## config.mk

```make
export PLATFORM = sky130hd
export DESIGN_NAME = sync_fifo_prog
export DESIGN_NICKNAME = d
export VERILOG_FILES = /design/src/rtl/fifo_pkg.sv /design/src/rtl/fifo_mem.sv /design/src/rtl/sync_fifo_prog.sv
export SDC_FILE = /design/constraint.sdc
export NUM_CORES = 1
export LEC_CHECK = 0
export CORE_ASPECT_RATIO = 1.25
export CORE_UTILIZATION = 58
export DETAILED_ROUTE_END_ITERATION = 12
export DONT_BUFFER_PORTS = 1
export PLACE_DENSITY = 0.74
export SYNTH_ARGS = -nofsm -noshare
export SYNTH_HDL_FRONTEND = slang
export SYNTH_SLANG_ARGS = --single-unit
```

## constraint.sdc

```tcl
create_clock -name clk -period 9.7 [get_ports clk]
set_input_delay 1.94 -clock clk [delete_from_list [all_inputs] [get_ports clk]]
set_output_delay 1.94 -clock clk [all_outputs]
set_load 0.01 [all_outputs]
```

## src/rtl/fifo_pkg.sv

```systemverilog
// rtl/fifo_pkg.sv - shared defaults, count-width helper and operation kinds for sync_fifo_prog
package fifo_pkg;

  localparam int DEF_FIFO_WIDTH = 16;
  localparam int DEF_FIFO_DEPTH = 8;

  // Count must represent 0..depth inclusive, hence depth+1 states.
  function automatic int calc_cnt_w(input int depth);
    return $clog2(depth + 1);
  endfunction

  typedef enum logic [1:0] {
    OP_WRITE = 2'd0,
    OP_READ  = 2'd1,
    OP_RW    = 2'd2,
    OP_IDLE  = 2'd3
  } fifo_op_e;

endpackage

```

## src/rtl/fifo_mem.sv

```systemverilog
// rtl/fifo_mem.sv - dual-port register array, synchronous write, asynchronous read, no reset
module fifo_mem #(
  parameter int WIDTH = 16,
  parameter int DEPTH = 8,
  parameter int AW    = 3
) (
  input  logic             clk,
  input  logic             we,
  input  logic [AW-1:0]    waddr,
  input  logic [WIDTH-1:0] wdata,
  input  logic [AW-1:0]    raddr,
  output logic [WIDTH-1:0] rdata
);

  logic [WIDTH-1:0] mem [DEPTH];

  always_ff @(posedge clk) begin
    if (we) begin
      mem[waddr] <= wdata;
    end
  end

  assign rdata = mem[raddr];

endmodule

```

## src/rtl/sync_fifo_prog.sv

```systemverilog
// rtl/sync_fifo_prog.sv - single-clock FIFO, any depth, programmable thresholds; FIFO_FWFT_EN selects fall-through read
module sync_fifo_prog
  import fifo_pkg::*;
#(
  parameter int FIFO_WIDTH = DEF_FIFO_WIDTH,
  parameter int FIFO_DEPTH = DEF_FIFO_DEPTH,
  parameter int CNT_W      = calc_cnt_w(FIFO_DEPTH)
) (
  input  logic                  clk,
  input  logic                  rst,
  input  logic [FIFO_WIDTH-1:0] data_in,
  input  logic                  wr_en,
  input  logic                  rd_en,
  input  logic [CNT_W-1:0]      af_thresh,
  input  logic [CNT_W-1:0]      ae_thresh,
  output logic [FIFO_WIDTH-1:0] data_out,
  output logic                  rd_valid,
  output logic                  wr_ack,
  output logic                  overflow,
  output logic                  underflow,
  output logic                  full,
  output logic                  empty,
  output logic                  almost_full,
  output logic                  almost_empty,
  output logic [CNT_W-1:0]      count
);

  localparam int               AW       = (FIFO_DEPTH > 1) ? $clog2(FIFO_DEPTH) : 1;
  localparam logic [AW-1:0]    LAST_PTR = AW'(FIFO_DEPTH - 1);
  localparam logic [CNT_W-1:0] DEPTH_C  = CNT_W'(FIFO_DEPTH);
  localparam logic [CNT_W-1:0] CNT_ONE  = CNT_W'(1);

  logic [AW-1:0]         wr_ptr_q, wr_ptr_d;
  logic [AW-1:0]         rd_ptr_q, rd_ptr_d;
  logic [CNT_W-1:0]      count_q, count_d;
  logic                  wr_ack_q, wr_ack_d;
  logic                  overflow_q, overflow_d;
  logic                  underflow_q, underflow_d;
  logic                  rd_ok, wr_ok;
  logic [FIFO_WIDTH-1:0] mem_rdata;

  fifo_mem #(
    .WIDTH (FIFO_WIDTH),
    .DEPTH (FIFO_DEPTH),
    .AW    (AW)
  ) u_mem (
    .clk   (clk),
    .we    (wr_ok),
    .waddr (wr_ptr_q),
    .wdata (data_in),
    .raddr (rd_ptr_q),
    .rdata (mem_rdata)
  );

  // A full FIFO still takes a write when a read frees a slot in the same cycle.
  always_comb begin
    rd_ok       = rd_en && (count_q != '0);
    wr_ok       = wr_en && ((count_q != DEPTH_C) || rd_ok);
    wr_ptr_d    = wr_ptr_q;
    rd_ptr_d    = rd_ptr_q;
    count_d     = count_q;
    wr_ack_d    = wr_ok;
    overflow_d  = wr_en && !wr_ok;
    underflow_d = rd_en && !rd_ok;
    if (wr_ok) begin
      wr_ptr_d = (wr_ptr_q == LAST_PTR) ? '0 : wr_ptr_q + AW'(1);
    end
    if (rd_ok) begin
      rd_ptr_d = (rd_ptr_q == LAST_PTR) ? '0 : rd_ptr_q + AW'(1);
    end
    case ({wr_ok, rd_ok})
      2'b10:   count_d = count_q + CNT_ONE;
      2'b01:   count_d = count_q - CNT_ONE;
      default: count_d = count_q;
    endcase
  end

  always_ff @(posedge clk) begin
    if (rst) begin
      wr_ptr_q    <= '0;
      rd_ptr_q    <= '0;
      count_q     <= '0;
      wr_ack_q    <= 1'b0;
      overflow_q  <= 1'b0;
      underflow_q <= 1'b0;
    end else begin
      wr_ptr_q    <= wr_ptr_d;
      rd_ptr_q    <= rd_ptr_d;
      count_q     <= count_d;
      wr_ack_q    <= wr_ack_d;
      overflow_q  <= overflow_d;
      underflow_q <= underflow_d;
    end
  end

`ifdef FIFO_FWFT_EN
  // Head word is presented directly; rd_en only acknowledges the pop.
  assign rd_valid = (count_q != '0);
  assign data_out = rd_valid ? mem_rdata : '0;
`else
  logic [FIFO_WIDTH-1:0] data_out_q, data_out_d;
  logic                  rd_valid_q, rd_valid_d;

  always_comb begin
    data_out_d = data_out_q;
    rd_valid_d = rd_ok;
    if (rd_ok) begin
      data_out_d = mem_rdata;
    end
  end

  always_ff @(posedge clk) begin
    if (rst) begin
      data_out_q <= '0;
      rd_valid_q <= 1'b0;
    end else begin
      data_out_q <= data_out_d;
      rd_valid_q <= rd_valid_d;
    end
  end

  assign data_out = data_out_q;
  assign rd_valid = rd_valid_q;
`endif

  assign count        = count_q;
  assign wr_ack       = wr_ack_q;
  assign overflow     = overflow_q;
  assign underflow    = underflow_q;
  assign full         = (count_q == DEPTH_C);
  assign empty        = (count_q == '0);
  assign almost_full  = (count_q >= af_thresh);
  assign almost_empty = (count_q <= ae_thresh);

endmodule

```

==> results of run 1 <==
## sequential cells by signal, indices dropped and copies added (netlist names), 3 cells and up
signal	cells
count	4
data_out	16
rd_ptr_q	3
u_mem.mem	128
wr_ptr_q	3
## layer usage
| metal | global-route usage (%) | up-vias | part of all wire [%] |
|---|---|---|---|
| met5 | 0 | - | 0 |
| met1 | 29.6 | 1623 | 40 |
| met3 | 7.79 | 12 | 6.2 |
| met2 | 36.7 | 125 | 52 |
| li1 | - | 1430 | - |
| met4 | 7.00 | 0 | 1.3 |
## worst min-delay path: stages, from the launching register on
cell and delay, ns:
dfxtp_1 0.34, nor2_1 0.13, a211oi_2 0.05
## layout by cell type (no fill, tap or decap), drive strengths merged, types with 4 or more instances in the layout
cell    instances
a211oi         19
a21o            4
a21oi           6
buf            11
bufinv          5
clkbuf         21
clkinv          4
dfxtp          30
edfxtp        128
ha             14
inv             9
mux2i          19
mux4           32
nand2           7
nand2b          6
nor2           28
nor3            5
## layout make-up
class | instances | area [um2]
Timing Repair Buffer | 11 | 82.6
Fill cell | 696 | 3470
Inverter | 9 | 33.8
Clock buffer | 21 | 460
Clock inverter | 11 | 189
Sequential cell | 158 | 4450
Multi-Input combinational cell | 170 | 1820
Tap cell | 132 | 165
## report_power, final
group          total (W)  internal, W  switching [W]  leakage, nW
Clock           0.000717     0.000469       0.000248        0.313
Combinational   0.000396     0.000183       0.000213        0.670
Sequential      0.000861     0.000793      0.0000683         1.41
Total            0.00197      0.00145       0.000529         2.39
## final timing paths
path,end,slack [ns],cells past startpoint,start
max reg2reg,count[3],6.58,9,count[1]
min reg2reg,data_out[9],0.56,2,data_out[9]
max,almost_empty,4.73,6,ae_thresh[1]
min,data_out[9],0.56,2,data_out[9]
## per-stage QoR
stage          instances  hold WS [ns]  worst slack (ns)  power, W  instance area (um2)
2_1_floorplan        359         0.507              4.81   0.00122                 6410
3_3_place_gp         480         0.541              4.77   0.00126                 6550
3_5_place_dp         480         0.552              4.72   0.00127                 6550
4_1_cts              512         0.566              4.72   0.00199                 7200
5_1_grt              512         0.588              4.67   0.00206                 7200
6_report             512         0.564              4.73   0.00197                 7200
## cell families after synthesis
family	share of synthesized area [%]
adder cells (fa/ha/maj)	3.05
AND/OR/NAND/NOR	4.59
flip-flops	69.4
AO/OA/AOI/OAI	5.74
XOR/XNOR	0.410
multiplexers	14.2
buffers and inverters	2.64
==> impl_metrics.csv, run 1 <==
group,metric,value,unit
run_status,outcome,"finished clean",
synthesis,netlist_area,6410,um2
die,core-area,10700,um2
placement,gp_congestion,0.719,
synthesis,synthDistinctLibCells,40,
synthesis,ys.flop_type,"edfxtp_1",
die,start_util,60.1,%
global_routing,grt_pass1_wl,18.0,mm
setup_path,cp_slowest_stage_delay,0.31,ns
setup_path,cp_max_fo,2,
global_routing,grt_pass1_vias,3260,
cts,cts_tree,"done",
die,die_area,11500,um2
timing,rsz0062_at_grt,"no",
global_routing,grtUsageTotal,22.9,%
cells_and_area,drive_above_1_share,26.1,%
route,drt-total-wl,11.9,mm
timing,slew_violations,0,
die,die_h,120,um
placement,io_buffers,0,
die,io_pins,56,
cts,post_cts_buffers,0,
min_path,hp-class,"register to register",
cts,cts-root-buf,"clkbuf_16",
cts,cts_made_buffers,17,
route,remaining_drc_errors,0,
timing,hold_viol_final,0,
setup_path,cp_data_arrival_time,3.03,ns
timing,period_share,51.2,%
run,cap_viol_max_count,0,
setup_path,critPathKind,"primary input to primary output",
cts,clk_latency,0.42,ns
synthesis,synthMostInstantiatedCell,"edfxtp_1",
synthesis,yosysTopAreaCellShare,60.0,%
cells_and_area,utilization,67.5,%
setup_path,startpoint_type,"primary input",
synthesis,synth_common_cells,"edfxtp_1, mux4_2, dfxtp_1",
synthesis,synth_top_area_cell,"edfxtp_1",
pwr,power_per_cell_area,274,nW/um2
synthesis,synthCells,359,
route,vias,3190,
timing,finalSetupTns,0,ns
setup_path,crit_slowest_cell,"o21ai_0",
setup_path,crit_path_end_kind,"primary output",
cells_and_area,num_antenna_cells,0,
global_routing,grt_max_degree,36,
synthesis,ys_warn_count,0,
cts,ctsHoldBuffers,0,
synthesis,avgSynthCellArea,17.8,um2
cts,cts_resized,0,
synthesis,ys_seq_area_share,69.4,%
synthesis,ys_seq_elements,158,
cts,htreeDepth,4,
pwr,ir_drop,0.229,mV
timing,finClkSkew,0.00803,ns
route,first_iter_violations,190,
setup_path,critPathTopFamily,"compound AO/OA/AOI/OAI gates",
route,ant_nets,0,
synthesis,synthArstFlopShare,0,%
cts,clk_pin_slew,0.06,ns
timing,tightestPinTransition,0.968,ns
cts,clockBufferDepth,2,
setup_path,cp.required,7.76,ns
setup_path,cp_num_buf_inv,1,
pwr,p_leak,2.39,nW
placement,dp_hpwl,6.74,mm
cells_and_area,nets,410,
timing,max_slew_margin,35.2,%
timing,clock.fmax,0.201,GHz
timing,setup_viol,0,
cts,cts.sinks,158,
route,avgRoutedWirePerCell,23.3,um
synthesis,synth_edf_count,128,
synthesis,synth_nets,402,
global_routing,antenna_found_initial,0,
route,avgViaCountPerCell,6.23,
cells_and_area,area_growth,12.3,%
global_routing,grt_overflow,0,
synthesis,ys_top_cells_by_area,"edfxtp_1, mux4_2, dfxtp_1",
die,fp.dieW,96.0,um
setup_path,cp_common_cell,"o21a_1",
timing,period_needed,4.97,ns
setup_path,crit_chain,"inv_1 -> ha_1 -> nor2b_1 -> o21a_1 -> o21a_1 -> o21ai_0",
route,dr.pass1.iters,4,
die,num_rows,42,
Power figures use the tool's default switching activity.
==> run 2, diff against run 1 <==
clock period = 5.2 ns   (was 9.7 ns; I/O delays follow)
==> run 2 against run 1 <==
Net effect: via count is 1.3% lower; total power is 78% higher; setup slack worse by 2.8 ns; register-to-register slack worse by 4.4 ns; sequential cell count stayed put; sequential share of layout area is 0.68 points higher; cell count stayed put; non-clock buffer count stayed put; highest routed layer unchanged.
==> impl_metrics.csv, run 2 (same netlist as run 1, synthesis figures left out) <==
group,metric,value,unit
timing,max_slew_margin,42.6,%
pwr,finalPower,0.00352,W
die,io_pins,56,
pwr,p_seq_share,45.7,%
min_path,min_delay_path_depth,2,
die,fp.dieW,96.0,um
die,die_h,120,um
die,die_area,11500,um2
global_routing,grt_max_degree,36,
setup_path,startpoint,"count[0]",
cts,clockBufferDepth,2,
cells_and_area,area_growth,11.1,%
setup_path,startpoint_type,"register",
cells_and_area,n_fill_cell,698,
cells_and_area,multi_input_area,1820,um2
cts,clk_pin_slew,0.06,ns
global_routing,grtUsageTotal,22.0,%
setup_path,rr_endpoint,"count[3]",
placement,gp_congestion,0.657,
global_routing,antenna_found_initial,0,
die,core-area,10700,um2
timing,setup_viol,0,
cts,clk_latency,0.41,ns
cells_and_area,layout_common_cells,"edfxtp_1, mux4_2, dfxtp_1, nor2_1, mux2i_1",
route,remaining_drc_errors,0,
cts,htreeDepth,4,
route,first_iter_violations,171,
cells_and_area,layout_commonest_cell,"edfxtp_1",
timing,clock.fmax,0.311,GHz
route,vias,3149,
timing,slew_violations,0,
die,num_rows,42,
global_routing,grt_pass1_vias,3310,
cells_and_area,final-instance-count-excl-fill,512,
pwr,cell_internal_pwr,0.00252,W
cts,ctsHoldBuffers,0,
setup_path,endpoint,"almost_full",
cts,cts.sinks,158,
placement,dp_cells,480,
run,cap_viol_max_count,0,
cts,cts-root-buf,"clkbuf_16",
cts,cts_made_buffers,17,
timing,finalSetupTns,0,ns
setup_path,cp_data_arrival_time,2.18,ns
global_routing,grt_overflow,0,
setup_path,r2r-start,"count[1]",
cells_and_area,nets,410,
setup_path,rr_worst_depth,9,
timing,finClkSkew,0.0119,ns
run_status,outcome,"finished clean",
route,ant_nets,0,
timing,period_needed,3.22,ns
cells_and_area,regArea,4450,um2
cells_and_area,top_register,"u_mem.mem",
timing,hold_viol_final,0,
pwr,combPwrFrac,20.8,%
setup_path,cp_common_cell,"a21o_1",
route,avgRoutedWirePerCell,22.1,um
cts,cts_resized,0,
timing,period_share,61.9,%
cells_and_area,drive_above_1_share,26.1,%
timing,rsz0062_at_grt,"no",
setup_path,reg2reg_slack,2.18,ns
route,avgViaCountPerCell,6.15,
pwr,p_sw,0.000996,W
min_path,hp-class,"register to register",
setup_path,cp.required,4.16,ns
setup_path,crit_slowest_cell,"dfxtp_1",
placement,placed_area,6550,um2
pwr,ir_drop,0.240,mV
setup_path,cp_slowest_stage_delay,0.56,ns
placement,dp_hpwl,6.38,mm
pwr,clkPwrFrac,33.4,%
setup_path,crit_chain,"inv_1 -> ha_1 -> nand2b_1 -> a21o_1 -> a21o_1 -> a21o_1",
placement,io_buffers,0,
route,drt-total-wl,11.3,mm
pwr,power_per_cell_area,494,nW/um2
pwr,swShare,28.3,%
setup_path,crit_path_end_kind,"primary output",
global_routing,grt_pass1_wl,17.5,mm
cells_and_area,largest_reg_flops,128,
route,dr.pass1.iters,5,
setup_path,cp_max_fo,9,
pwr,p_leak,2.35,nW
cells_and_area,design_area,7120,um2
setup_path,critPathKind,"register to primary output",
die,start_util,60.1,%
timing,tightestPinTransition,0.861,ns
cts,post_cts_buffers,0,
cells_and_area,num_antenna_cells,0,
cts,cts_tree,"done",
[run 2: cell types whose count changed in the layout (fill, tap and decap cells not counted), sizes merged]
cell,delta
inv,+3
bufinv,-3
clkinv,+3
clkinvlp,+1
clkbuf,-4
[run 2: power groups by stage]
stage | registers [W] | logic, W | clock network [W]
3_3_place_gp | 0.00163 | 0.000717 | 0
2_1_floorplan | 0.00159 | 0.000686 | 0
4_1_cts | 0.00161 | 0.000747 | 0.00119
3_5_place_dp | 0.00164 | 0.000738 | 0
6_report | 0.00161 | 0.000732 | 0.00118
5_1_grt | 0.00163 | 0.000811 | 0.00124
[run 2: cell type report]
cell class	instances	share of cell area, %
inverters	9	0.475
repair buffers	11	1.16
clock inverters	15	2.04
well taps	132	2.32
clock buffers	17	5.98
flip-flops and latches	158	62.4
multi-input cells	170	25.6
[run 2: critical path, delay by kind of cell, from the launching register on]
| family | cells | cell delay (ns) |
|---|---|---|
| flops | 1 | 0.56 |
| compound gates | 3 | 0.56 |
| fa+ha+maj | 1 | 0.30 |
| buf+inv | 1 | 0.19 |
| simple gates | 1 | 0.14 |
[run 2: worst min path at each step]
stage                            start      endpoint  slack, ns
after floorplan            wr_ptr_q[0]   wr_ptr_q[0]       0.51
after global placement     wr_ptr_q[0]   wr_ptr_q[0]       0.54
after detailed placement  data_out[11]  data_out[11]       0.56
after CTS                  data_out[5]   data_out[5]       0.58
after global routing      data_out[11]  data_out[11]       0.61
final                      data_out[5]   data_out[5]       0.57
[run 2: layer usage]
| metal | up-vias | GRT usage, % | routed length, um |
|---|---|---|---|
| met5 | - | 0 | 0 |
| met4 | 0 | 7.00 | 82 |
| met3 | 6 | 8.30 | 721 |
| li1 | 1419 | - | - |
| met2 | 95 | 37.8 | 6100 |
| met1 | 1629 | 24.9 | 4420 |
[run 2: through the flow]
stage               hold WS [ns]  utilization [%]  worst slack, ns
finish                     0.572             66.7             1.98
detailed placement         0.564             61.4             2.04
global route               0.606             66.7             1.89
global placement           0.545             61.4             2.07
CTS                        0.578             66.7             1.96
floorplan                  0.507                -             1.64
==> run 3, diff against run 2 <==
CORE_UTILIZATION = 57   (was 58)
PLACE_DENSITY = 0.75   (was 0.74)
clock period = 2.86 ns   (was 5.2 ns; I/O delays follow)
==> run 3 against run 2 <==
Net effect: combinational power rose by 90%; hold slack worse by 0.35 ns; critical path type unchanged; utilization is 0.22 points lower; setup slack worse by 1.8 ns; largest power group unchanged; sequential cell count unchanged; critical endpoint unchanged; final area rose by 0.65%; die area is 1.7% higher.
==> impl_metrics.csv, run 3 (same netlist as run 1, synthesis figures left out) <==
group,metric,value,unit
cts,cts_made_buffers,17,
route,dr.pass1.iters,4,
cts,post_cts_buffers,0,
die,die_area,11700,um2
cts,cts-root-buf,"clkbuf_16",
timing,period_share,95.0,%
timing,finalSetupTns,0,ns
setup_path,crit_slowest_cell,"dfxtp_1",
cells_and_area,area_growth,11.8,%
global_routing,grt_overflow,0,
setup_path,crit_chain,"inv_1 -> ha_1 -> nand2b_1 -> a21o_1 -> a21o_1 -> a21o_1",
global_routing,grt_pass1_vias,3252,
die,fp.dieW,96.8,um
cts,cts_resized,0,
pwr,power_per_cell_area,897,nW/um2
cells_and_area,utilization,66.5,%
cts,ctsHoldBuffers,0,
global_routing,grt_max_degree,35,
route,avgViaCountPerCell,6.14,
timing,setup_viol,0,
timing,period_needed,2.72,ns
route,drt-total-wl,11.4,mm
placement,io_buffers,0,
route,drt-met1-wl,4.67,mm
cts,clk_latency,0.41,ns
placement,gp_congestion,0.761,
setup_path,cp.required,2.29,ns
timing,rsz0062_at_grt,"no",
setup_path,cp_common_cell,"a21o_1",
cts,clk_pin_slew,0.06,ns
cts,cts_tree,"done",
global_routing,grt_pass1_wl,18.1,mm
route,first_iter_violations,177,
cells_and_area,drive_above_1_share,27.7,%
route,routed-wl-met2,5.77,mm
setup_path,startpoint_type,"register",
run,cap_viol_max_count,0,
pwr,clkPwrFrac,33.0,%
route,vias,3179,
timing,finClkSkew,0.00705,ns
die,die_h,121,um
pwr,cell_internal_pwr,0.00456,W
cells_and_area,layout_commonest_cell,"edfxtp_1",
route,ant_nets,0,
route,top_layer,"met4",
timing,clock.fmax,0.368,GHz
cts,clockBufferDepth,2,
pwr,combPwrFrac,21.6,%
die,start_util,59.5,%
setup_path,cp_data_arrival_time,2.14,ns
route,remaining_drc_errors,0,
timing,tightestPinTransition,0.904,ns
die,core-area,10800,um2
route,wl_met3,760,um
pwr,p_seq_share,45.4,%
global_routing,grtUsageTotal,21.4,%
cells_and_area,largest_reg_flops,128,
setup_path,critPathKind,"register to primary output",
cells_and_area,layout_common_cells,"edfxtp_1, mux4_2, dfxtp_1, nor2_1, mux2i_1",
pwr,p_sw,0.00187,W
cts,cts.sinks,158,
min_path,hp-class,"primary input to register",
pwr,swShare,29.1,%
timing,hold_viol_final,0,
pwr,p_leak,2.39,nW
run_status,outcome,"finished clean",
setup_path,cp_max_fo,9,
pwr,ir_drop,0.581,mV
cells_and_area,top_register,"u_mem.mem",
timing,max_slew_margin,39.5,%
route,avgRoutedWirePerCell,22.0,um
placement,dp_hpwl,6.89,mm
setup_path,crit_path_end_kind,"primary output",
setup_path,cp_slowest_stage_delay,0.56,ns
cts,htreeDepth,4,
cells_and_area,num_antenna_cells,0,
timing,slew_violations,0,
global_routing,antenna_found_initial,0,
die,num_rows,42,
die,io_pins,56,
cells_and_area,nets,416,
pwr,finalPower,0.00643,W
==> run 3: routing by layer <==
layer	vias to the layer above	track usage [%]
li1	1439	-
met1	1602	26.6
met2	116	35.4
met3	22	6.65
met4	0	8.30
met5	-	0
==> run 3: final cells by class <==
cell class,instances,area [um2]
timing repair buffer,17,128
tap,132,165
inverter,9,33.8
clock buffer,17,425
fill,718,3610
multi-input combinational,170,1830
sequential,158,4450
clock inverter,15,138
==> run 3: path summary, 6_finish.rpt <==
check | cells past startpoint | endpoint | slack (ns) | from
worst max-delay path | 6 | almost_full | 0.14 | count[0]
worst min register to register | 2 | rd_ptr_q[1] | 0.49 | rd_ptr_q[1]
worst max register to register | 4 | u_mem.mem[5][8] | 0.38 | count[0]
worst min-delay path | 1 | data_out[2] | 0.22 | rst
==> run 3: critical path, delay by kind of cell (launching register included) <==
kind / cells / cell delay (ns)
flops: 1 / 0.56
compound gates: 3 / 0.53
fa+ha+maj: 1 / 0.30
buf+inv: 1 / 0.19
simple gates: 1 / 0.14
==> run 3: through the flow <==
step	instances	area (um2)	setup WS (ns)	hold slack, ns
floorplan	359	6410	0.176	0.516
global route	518	7170	0.0319	0.193
global placement	486	6600	0.543	0.473
finish	518	7170	0.144	0.218
CTS	518	7170	0.118	0.201
detailed placement	486	6600	0.399	0.478
==> run 3: power groups by stage <==
stage	clock (W)	combinational (W)	sequential, W
CTS	0.00215	0.00141	0.00292
global placement	0	0.00136	0.00296
floorplan	0	0.00125	0.00289
finish	0.00212	0.00139	0.00292
detailed placement	0	0.00140	0.00297
global route	0.00223	0.00154	0.00295
